File: src/rtl/conv_neuron_update_pipe.sv
// Three-stage neuron update: weight/decay lookup, saturating add, threshold/fire.
// One global stall freezes every stage when the output is held.
module conv_neuron_update_pipe #(
  parameter int CHANNELS    = 2,
  parameter int NEURON_BITS = 9,
  parameter int KERNEL_BITS = 6,
  parameter int KERNEL_SIZE = 3,
  parameter int COORD_BITS  = 8
) (
  input  logic clk,
  input  logic rst_n,
  input  logic cfg_we,
  input  logic [$clog2(KERNEL_SIZE*KERNEL_SIZE+2)-1:0] cfg_addr,
  input  logic [CHANNELS*NEURON_BITS-1:0] cfg_wdata,
  input  logic in_valid,
  output logic in_ready,
  input  logic [1:0] in_op,
  input  logic [$clog2(KERNEL_SIZE*KERNEL_SIZE)-1:0] in_kpos,
  input  logic [COORD_BITS-1:0] in_x,
  input  logic [COORD_BITS-1:0] in_y,
  input  logic in_last,
  input  logic [CHANNELS*NEURON_BITS-1:0] in_fm,
  output logic out_valid,
  input  logic out_ready,
  output logic [CHANNELS*NEURON_BITS-1:0] out_fm,
  output logic [CHANNELS-1:0] out_spikes,
  output logic [COORD_BITS-1:0] out_x,
  output logic [COORD_BITS-1:0] out_y,
  output logic out_last,
  output logic [1:0] out_op,
  output logic out_kpos_err
);
  localparam int CH = CHANNELS;
  localparam int NB = NEURON_BITS;
  localparam int KB = KERNEL_BITS;
  localparam int KK = KERNEL_SIZE * KERNEL_SIZE;
  localparam int AW = $clog2(KK + 2);
  localparam int PW = $clog2(KK);
  localparam int CB = COORD_BITS;
  localparam logic [1:0] OP_ACC = 2'b00;
  localparam logic [1:0] OP_DEC = 2'b10;
  localparam logic [AW-1:0] A_THR = AW'(KK);
  localparam logic [AW-1:0] A_DEC = AW'(KK + 1);
  localparam logic signed [NB-1:0] SMAX = {1'b0, {(NB-1){1'b1}}};
  localparam logic signed [NB-1:0] SMIN = {1'b1, {(NB-1){1'b0}}};
  localparam logic signed [NB:0] HI = (NB+1)'(SMAX);
  localparam logic signed [NB:0] LO = (NB+1)'(SMIN);

  logic signed [KB-1:0] r_w [KK][CH];
  logic signed [NB-1:0] r_thr [CH];
  logic signed [NB-1:0] r_dec [CH];
  logic [PW-1:0] w_cidx;

  assign w_cidx = cfg_addr[PW-1:0];

  always_ff @(posedge clk or negedge rst_n) begin
    if (!rst_n) begin
      for (int k = 0; k < KK; k++)
        for (int c = 0; c < CH; c++)
          r_w[k][c] <= '0;
      for (int c = 0; c < CH; c++) begin
        r_thr[c] <= SMAX;
        r_dec[c] <= '0;
      end
    end else if (cfg_we) begin
      if (cfg_addr < A_THR) begin
        for (int c = 0; c < CH; c++)
          r_w[w_cidx][c] <= cfg_wdata[c*NB +: KB];
      end else if (cfg_addr == A_THR) begin
        for (int c = 0; c < CH; c++)
          r_thr[c] <= cfg_wdata[c*NB +: NB];
      end else if (cfg_addr == A_DEC) begin
        for (int c = 0; c < CH; c++)
          r_dec[c] <= cfg_wdata[c*NB +: NB];
      end
    end
  end

  logic w_adv;
  assign w_adv = out_ready | ~out_valid;
  assign in_ready = w_adv;

  // S1: addend selection; config is sampled here and travels with the txn
  logic w_kbad;
  logic [PW-1:0] w_kidx;
  logic signed [NB:0] w_add [CH];

  assign w_kbad = ({1'b0, in_kpos} >= (PW+1)'(KK));
  assign w_kidx = w_kbad ? '0 : in_kpos;

  always_comb begin
    for (int c = 0; c < CH; c++) begin
      w_add[c] = '0;
      unique case (1'b1)
        !in_op[1]: if (!w_kbad) w_add[c] = (NB+1)'(r_w[w_kidx][c]);
        in_op == OP_DEC: w_add[c] = (NB+1)'(r_dec[c]);
        default: w_add[c] = '0;
      endcase
    end
  end

  logic r1_v, r1_err, r1_last;
  logic [1:0] r1_op;
  logic [CB-1:0] r1_x, r1_y;
  logic signed [NB-1:0] r1_fm [CH];
  logic signed [NB:0] r1_add [CH];
  logic signed [NB-1:0] r1_thr [CH];

  always_ff @(posedge clk or negedge rst_n) begin
    if (!rst_n) begin
      r1_v <= 1'b0;
      r1_err <= 1'b0;
      r1_last <= 1'b0;
      r1_op <= '0;
      r1_x <= '0;
      r1_y <= '0;
      for (int c = 0; c < CH; c++) begin
        r1_fm[c] <= '0;
        r1_add[c] <= '0;
        r1_thr[c] <= '0;
      end
    end else if (w_adv) begin
      r1_v <= in_valid;
      r1_err <= ~in_op[1] & w_kbad;
      r1_last <= in_last;
      r1_op <= in_op;
      r1_x <= in_x;
      r1_y <= in_y;
      for (int c = 0; c < CH; c++) begin
        r1_fm[c] <= in_fm[c*NB +: NB];
        r1_add[c] <= w_add[c];
        r1_thr[c] <= r_thr[c];
      end
    end
  end

  // S2: widened add then clamp to the signed NB range
  logic signed [NB:0] w_raw [CH];
  logic signed [NB-1:0] w_sum [CH];

  always_comb begin
    for (int c = 0; c < CH; c++) begin
      w_raw[c] = (NB+1)'(r1_fm[c]) + r1_add[c];
      w_sum[c] = w_raw[c][NB-1:0];
      if (w_raw[c] > HI) w_sum[c] = SMAX;
      else if (w_raw[c] < LO) w_sum[c] = SMIN;
    end
  end

  logic r2_v, r2_err, r2_last;
  logic [1:0] r2_op;
  logic [CB-1:0] r2_x, r2_y;
  logic signed [NB-1:0] r2_sum [CH];
  logic signed [NB-1:0] r2_thr [CH];

  always_ff @(posedge clk or negedge rst_n) begin
    if (!rst_n) begin
      r2_v <= 1'b0;
      r2_err <= 1'b0;
      r2_last <= 1'b0;
      r2_op <= '0;
      r2_x <= '0;
      r2_y <= '0;
      for (int c = 0; c < CH; c++) begin
        r2_sum[c] <= '0;
        r2_thr[c] <= '0;
      end
    end else if (w_adv) begin
      r2_v <= r1_v;
      r2_err <= r1_err;
      r2_last <= r1_last;
      r2_op <= r1_op;
      r2_x <= r1_x;
      r2_y <= r1_y;
      for (int c = 0; c < CH; c++) begin
        r2_sum[c] <= w_sum[c];
        r2_thr[c] <= r1_thr[c];
      end
    end
  end

  // S3: fire and reset-to-zero
  logic [CH-1:0] w_spk;
  logic [CH*NB-1:0] w_ofm;

  always_comb begin
    w_spk = '0;
    w_ofm = '0;
    for (int c = 0; c < CH; c++) begin
      w_spk[c] = (r2_op != OP_ACC) && (r2_sum[c] >= r2_thr[c]);
      w_ofm[c*NB +: NB] = w_spk[c] ? '0 : r2_sum[c];
    end
  end

  always_ff @(posedge clk or negedge rst_n) begin
    if (!rst_n) begin
      out_valid <= 1'b0;
      out_fm <= '0;
      out_spikes <= '0;
      out_x <= '0;
      out_y <= '0;
      out_last <= 1'b0;
      out_op <= '0;
      out_kpos_err <= 1'b0;
    end else if (w_adv) begin
      out_valid <= r2_v;
      out_fm <= w_ofm;
      out_spikes <= w_spk;
      out_x <= r2_x;
      out_y <= r2_y;
      out_last <= r2_last;
      out_op <= r2_op;
      out_kpos_err <= r2_err;
    end
  end

endmodule

File: config.mk
export PLATFORM = sky130hd
export DESIGN_NAME = conv_neuron_update_pipe
export DESIGN_NICKNAME = d
export VERILOG_FILES = /design/src/rtl/conv_neuron_update_pipe.sv
export SDC_FILE = /design/constraint.sdc
export NUM_CORES = 1
export LEC_CHECK = 0
export CORE_MARGIN = 2
export CORE_UTILIZATION = 50
export CTS_CLUSTER_DIAMETER = 50
export DETAILED_ROUTE_END_ITERATION = 16
export PLACE_DENSITY = 0.73
export SYNTH_ARGS = -nofsm -noshare
export SYNTH_HDL_FRONTEND = slang
export SYNTH_SLANG_ARGS = --single-unit
File: constraint.sdc
create_clock -name clk -period 2.4 [get_ports clk]
set_input_delay 0.24 -clock clk [delete_from_list [all_inputs] [get_ports clk]]
set_output_delay 0.24 -clock clk [all_outputs]
set_load 0.01 [all_outputs]
==> results.toml, run 1 <==
[die]
placementRows = 61
num_io_pins = 110
die_y_um = 173
coreArea_sq_mm = 0.0279
die_w_um = 173
die-area_sq_mm = 0.0298
start_util_pct = 51.0

[logic_synthesis]
ys_ff_latch = 317
synth_simple_gate_area_share_pct = 15.2
synthAdderAreaFrac_pct = 3.45
synth_edf_count = 0
synth.distinct_cells = 58
syn_nets = 1438
syn_avg_cell_area_sq_um = 10.7
netlist_instances = 1332
synth-compound-area-share_pct = 8.44
synth_mux_area_share_pct = 13.4
synth_top_flop_cell = "dfrtp_1"
synth_xor_area_share_pct = 0.555
synthesis.area_sq_mm = 0.0142
synthArstFlopShare_pct = 100
synth_top_family_by_area = "simple AND/OR/NAND/NOR gates"
yosysSeqAreaShare_pct = 56.0
ys_warn_count = 0

[sta]
fmax_mhz = 419
min_period_over_period_pct = 99.4
finalHoldViolCount = 0
tightest_slew_ps = 610
final.setup_skew_ps = 17.5
slew_headroom_pct = 59.1
rsz0062_at_grt = "true"
finalSetupViolations = 0
tns_ps = 0
slew_violations = 0
min_period_ps = 2390
whs_ps = 253

[worst_setup_path]
cpPeakStageDelay_ps = 620
reg2regPathDepth = 7
path_cells = "ha_1, a211oi_2, nor2_1, or4b_2, nand4_1, and4_4, o32ai_2"
crit_type = "flop to flop"
cp.required_ps = 2770
end_kind = "flop"
cp_max_fo = 8
worstSetupStartpointType = "flop"
arrival_ps = 2760
slowest_stage = "or4b_2"

[min_path]
hold_class = "primary input to flop"
min_path_cells = 3

[flow_run]
cap_violations = 0

[drt]
drt-initial-drc-count = 877
wl_per_cell_um = 17.5
vias = 10268
ant_nets = 0
remaining_drc_errors = 0
drt_pass1_iterations = 5
wirelength_um = 32800
vias_per_cell = 5.49

[power]
ir_drop_v = 0.000586
power.leakage_nw = 8.00
pwr_density_cell_mw_per_mm2 = 1110

[cts]
cts_root_buf = "clkbuf_16"
clk_path_buf_depth = 3
cts_tree = "built"
cts_buffers = 36
clkTransAtPathRegs_ps = 60
insertion_delay_ps = 510
clkSinkCount = 317
htree_levels = 2

[grt]
grt_pass1_vias = 10435
antenna_found_initial = 0
overflow = 0
grt_max_degree = 75
grt_first_pass_wirelength_um = 54000
globalRouteTotalUtil_pct = 22.2

[layout]
diodes = 0
drive_gt1_share_pct = 21.6
syn2layout_area_growth_pct = 22.4
fin_cells = 1871
nets = 1573
fillers = 2225

[placement]
gp_congestion = 0.864
numPortBuffers = 109
dp_cells = 1802
dp_hpwl_um = 21600

[run_status]
status = "completed"
[placed cells by master (no fill, tap or decap), types with 5 or more instances in the layout]
cell type	count
nand2_1	376
dfrtp_1	300
mux2_2	144
clkdlybuf4s50_1	108
nor2_1	78
buf_4	58
o21ai_0	37
clkbuf_16	37
ha_1	34
inv_1	29
a21oi_1	29
nand3_1	16
nor4_1	16
dfstp_2	16
a211oi_1	12
clkbuf_1	12
a21o_1	11
mux4_2	11
a211o_1	10
nand2b_1	9
a221oi_1	9
buf_12	7
xnor2_1	6
o22ai_1	6
a311oi_1	6
clkbuf_8	6
a211oi_2	5
o211ai_1	5
[Yosys cell counts, drive strengths merged, types with 10 or more instances]
| cell type | number | area, sq um |
|---|---|---|
| ha | 36 | 450 |
| a21o | 11 | 82.6 |
| clkbuf | 66 | 248 |
| nand3 | 16 | 80.1 |
| dfstp | 16 | 420 |
| a211o | 10 | 87.6 |
| nor4 | 17 | 106 |
| a211oi | 17 | 133 |
| o21ai | 41 | 205 |
| mux2 | 144 | 1620 |
| dfrtp | 301 | 7530 |
| nor2 | 80 | 300 |
| inv | 30 | 113 |
| nand2 | 376 | 1410 |
| buf | 13 | 67.6 |
| mux4 | 11 | 248 |
| a21oi | 30 | 150 |
| a221oi | 10 | 87.6 |
[power breakdown]
part | leakage [nW] | internal, mW | total (mW) | switching (mW)
logic | 3.57 | 2.87 | 5.92 | 3.05
clock network | 0.571 | 3.25 | 5.35 | 2.10
registers | 3.86 | 7.07 | 8.04 | 0.975
[path summary, 6_finish.rpt]
kind	from	endpoint	slack, ps
max	r1_fm[11]$_DFFE_PN0P_	r2_sum[12]$_DFFE_PN0P_	10
min	in_fm[10]	r1_fm[1]$_DFFE_PN0P_	250
max reg2reg	r1_fm[11]$_DFFE_PN0P_	r2_sum[12]$_DFFE_PN0P_	10
min reg2reg	out_x[1]$_DFFE_PN0P_	out_x[1]$_DFFE_PN0P_	460
max in group asynchronous	rst_n	r_thr[11]$_DFFE_PN1P_	1280
min in group asynchronous	rst_n	r2_v$_DFFE_PN0P_	270
[critical path: cells and delay by family (launching register included)]
family          cells  cell delay (ps)
compound gates      2              390
flops               1              390
simple gates        4             1190
fa+ha+maj           1              300
[timing repair]
| action | CTS | global route |
|---|---|---|
| endpoints found under the setup margin | 9 | 27 |
| hold buffers | 1 | 0 |
| buffers inserted | 0 | 5 |
| pin swaps | 0 | 9 |
| gates resized for setup | 6 | 27 |
| hold endpoints to repair | 55 | 0 |
[cell type report]
cell class	instances	area, sq um	share of cell area, %
flip-flops and latches	317	7950	45.7
repair buffers	176	1690	9.73
multi-input cells	906	6000	34.5
well taps	378	473	2.72
clock buffers	55	1050	6.06
inverters	30	118	0.676
clock inverters	9	109	0.626
[kinds of logic after synthesis]
family          count (synthesis)
fa+ha+maj                      38
compound gates                172
simple gates                  529
flops                         317
xor+xnor                        9
buf+inv                       109
mux                           158
[layer usage]
layer	global-route usage, %	vias to the layer above	wire, um	share of wire [%]
met5	0	-	0	0
met4	6.87	0	837	2.5
met3	3.45	61	1280	3.9
met2	36.8	241	15900	49
met1	30.3	5130	14800	45
li1	-	4836	-	-
[through the flow]
| stage | cell area, sq um | setup WS (ps) | total power, mW | utilization, % |
|---|---|---|---|---|
| CTS | 17200 | 25.5 | 19.2 | 61.9 |
| global placement | 16100 | 5.00 | 13.5 | 57.6 |
| detailed placement | 16100 | -50.0 | 13.7 | 57.6 |
| global route | 17400 | -83.0 | 20.5 | 62.5 |
| floorplan | 14200 | 24.9 | 11.5 | - |
| finish | 17400 | 13.4 | 19.3 | 62.5 |
[flip-flops by register name (all words and copies together), names as in the netlist, 8 cells and up]
| signal | count |
|---|---|
| out_fm | 18 |
| out_x | 8 |
| out_y | 8 |
| r1_add | 18 |
| r1_fm | 18 |
| r1_thr | 18 |
| r1_x | 8 |
| r1_y | 8 |
| r2_sum | 18 |
| r2_thr | 18 |
| r2_x | 8 |
| r2_y | 8 |
| r_dec | 18 |
| r_thr | 18 |
| r_w | 108 |
No activity file was read; power rests on OpenSTA's default activity.
==> inputs of run 2 (changes only) <==
--- a/config.mk
+++ b/config.mk
@@ -6,10 +6,10 @@
 export NUM_CORES = 1
 export LEC_CHECK = 0
 export CORE_MARGIN = 2
-export CORE_UTILIZATION = 50
+export CORE_UTILIZATION = 53
 export CTS_CLUSTER_DIAMETER = 50
 export DETAILED_ROUTE_END_ITERATION = 16
-export PLACE_DENSITY = 0.73
+export PLACE_DENSITY = 0.76
 export SYNTH_ARGS = -nofsm -noshare
 export SYNTH_HDL_FRONTEND = slang
 export SYNTH_SLANG_ARGS = --single-unit
==> run 2 against run 1 <==
  * Hold slack improved by 13 ps
  * Clock skew fell by 4.5 ps
  * Via count down 0.96%
  * Sequential power about the same
  * Final area is 1.0% lower
  * Register-to-register slack better by 30 ps
  * Critical path type unchanged
  * Clock-buffer cell count down 3
  * Sequential cell count is the same
  * Power decreased by 1.1%
  * Sequential share of layout area rose by 0.48 points
==> results.toml, run 2 (synthesis gave the netlist of run 1 again) <==
[placement]
dp_hpwl_um = 21800
numPortBuffers = 109
gp_congestion = 0.918

[power]
pwr-share-comb_pct = 30.1
pwr-share-seq_pct = 42.0
pwr_density_cell_mw_per_mm2 = 1110
finalPower_mw = 19.1
internal_power_mw = 13.1
power.leakage_nw = 7.96
pwr-share-clk_pct = 27.8
power.share.switching_pct = 31.6
ir_drop_v = 0.000709
p_switching_mw = 6.03

[drt]
ant_nets = 0
remaining_drc_errors = 0
drt-initial-drc-count = 880
vias_per_cell = 5.59
drt_pass1_iterations = 5
vias = 10169
wl_per_cell_um = 17.8
wirelength_um = 32300

[grt]
globalRouteTotalUtil_pct = 23.6
antenna_found_initial = 0
grt.met3_usage_pct = 3.03
grt_first_pass_wirelength_um = 53700
grt_max_degree = 77
use_met1_pct = 32.4
grt_busiest_layer = "met2"
grt_pass1_vias = 10444
grt_util_met2_pct = 39.0
overflow = 0

[flow_run]
cap_violations = 0

[cts]
clkSinkCount = 317
insertion_delay_ps = 510
clkTransAtPathRegs_ps = 60
htree_levels = 2
cts_buffers = 35
clk_path_buf_depth = 3
cts_tree = "built"
cts_root_buf = "clkbuf_16"

[sta]
fmax_mhz = 424
tightest_slew_ps = 731
rsz0062_at_grt = "true"
final.setup_skew_ps = 13.0
finalHoldViolCount = 0
whs_ps = 266
slew_headroom_pct = 51.3
min_period_ps = 2360
tns_ps = 0
slew_violations = 0
min_period_over_period_pct = 98.3
finalSetupViolations = 0

[run_status]
status = "completed"

[die]
die-area_sq_mm = 0.0281
coreArea_sq_mm = 0.0262
placementRows = 59
num_io_pins = 110
start_util_pct = 54.2
die_y_um = 168
die_w_um = 168

[layout]
mostFrequentLayoutCells = "375 x nand2_1, 301 x dfrtp_1, 144 x mux2_2, 108 x clkdlybuf4s50_1, 77 x nor2_1"
final_common_cell = "nand2_1"
largest_reg_flops = 108
multi_input_area_sq_mm = 0.00593
drive_gt1_share_pct = 21.0
diodes = 0
syn2layout_area_growth_pct = 21.1
ff_latch_area_sq_mm = 0.00795
nets = 1566
top_register = "r_w"
fillers = 1928

[worst_setup_path]
cp_max_fo = 4
end_kind = "flop"
arrival_ps = 2710
cp.required_ps = 2750
worstSetupStartpointType = "flop"
crit_type = "flop to flop"

[min_path]
hold_class = "primary input to flop"
[run 2: cell count changes in the layout (fill, tap and decap cells not counted), moves of 2 or more]
cell        previous run  this run
buf_4                 58        54
clkbuf_1              12         6
nor3_1                 4         6
a211oi_1              12        14
clkinvlp_4             0         2
o21ai_2                3         1
inv_6                  1         3
a211oi_2               5         3
clkbuf_8               6         9
[run 2: through the flow]
stage               instance area, sq um  std cells  worst slack (ps)  util (%)
finish                             17200       1820              39.7      65.7
global route                       17200       1820             -89.8      65.7
CTS                                17100       1817              34.1      65.4
detailed placement                 15900       1754             -73.6      60.8
global placement                   15900       1754              23.7      60.8
floorplan                          14200       1332              24.9         -
[run 2: worst paths after layout]
path / startpoint / slack [ps] / endpoint / cells after the start
worst min register to register: out_x[5]$_DFFE_PN0P_ / 460 / out_x[5]$_DFFE_PN0P_ / 2
worst min-delay path: in_y[4] / 270 / r1_y[4]$_DFFE_PN0P_ / 3
min in group asynchronous: rst_n / 280 / r1_thr[7]$_DFFE_PN0P_ / 2
max in group asynchronous: rst_n / 1320 / r_thr[12]$_DFFE_PN1P_ / 3
worst max register to register: r1_fm[9]$_DFFE_PN0P_ / 40 / r2_sum[9]$_DFFE_PN0P_ / 10
worst max-delay path: r1_fm[9]$_DFFE_PN0P_ / 40 / r2_sum[9]$_DFFE_PN0P_ / 10
[run 2: layout make-up]
type | instances | area share [%]
tap | 335 | 2.43
timing repair buffer | 170 | 9.48
inverter | 30 | 0.683
multi-input combinational | 906 | 34.5
clock inverter | 10 | 0.531
sequential | 317 | 46.2
clock buffer | 52 | 6.23
[run 2: power by group through the flow]
stage | logic [mW] | clock network, mW | registers, mW
floorplan | 3.52 | 0 | 7.97
global placement | 5.37 | 0 | 8.02
detailed placement | 5.60 | 0 | 8.09
CTS | 5.68 | 5.39 | 8.02
global route | 6.43 | 5.62 | 8.24
finish | 5.75 | 5.32 | 8.03
[run 2: repair_timing]
| action | CTS | global route |
|---|---|---|
| endpoints found under the setup margin | 11 | 16 |
| pin swaps | 0 | 11 |
| endpoints found under the hold margin | 51 | 0 |
| resized for setup | 5 | 16 |
| hold buffers | 1 | 0 |
| buffers inserted | 0 | 3 |
[run 2: routing by layer]
layer | up-vias | wire (um)
met5 | - | 0
met4 | 0 | 1050
met3 | 73 | 1170
met2 | 227 | 15400
met1 | 5041 | 14800
li1 | 4828 | -
[run 2: critical path, stage by stage (launching register included)]
cell	delay, ps
dfrtp_1	410
ha_4	190
fa_2	390
a211oi_2	240
nor2_2	60
buf_4	160
a311oi_1	260
a31oi_1	100
nor3_2	200
buf_4	160
a221oi_2	30
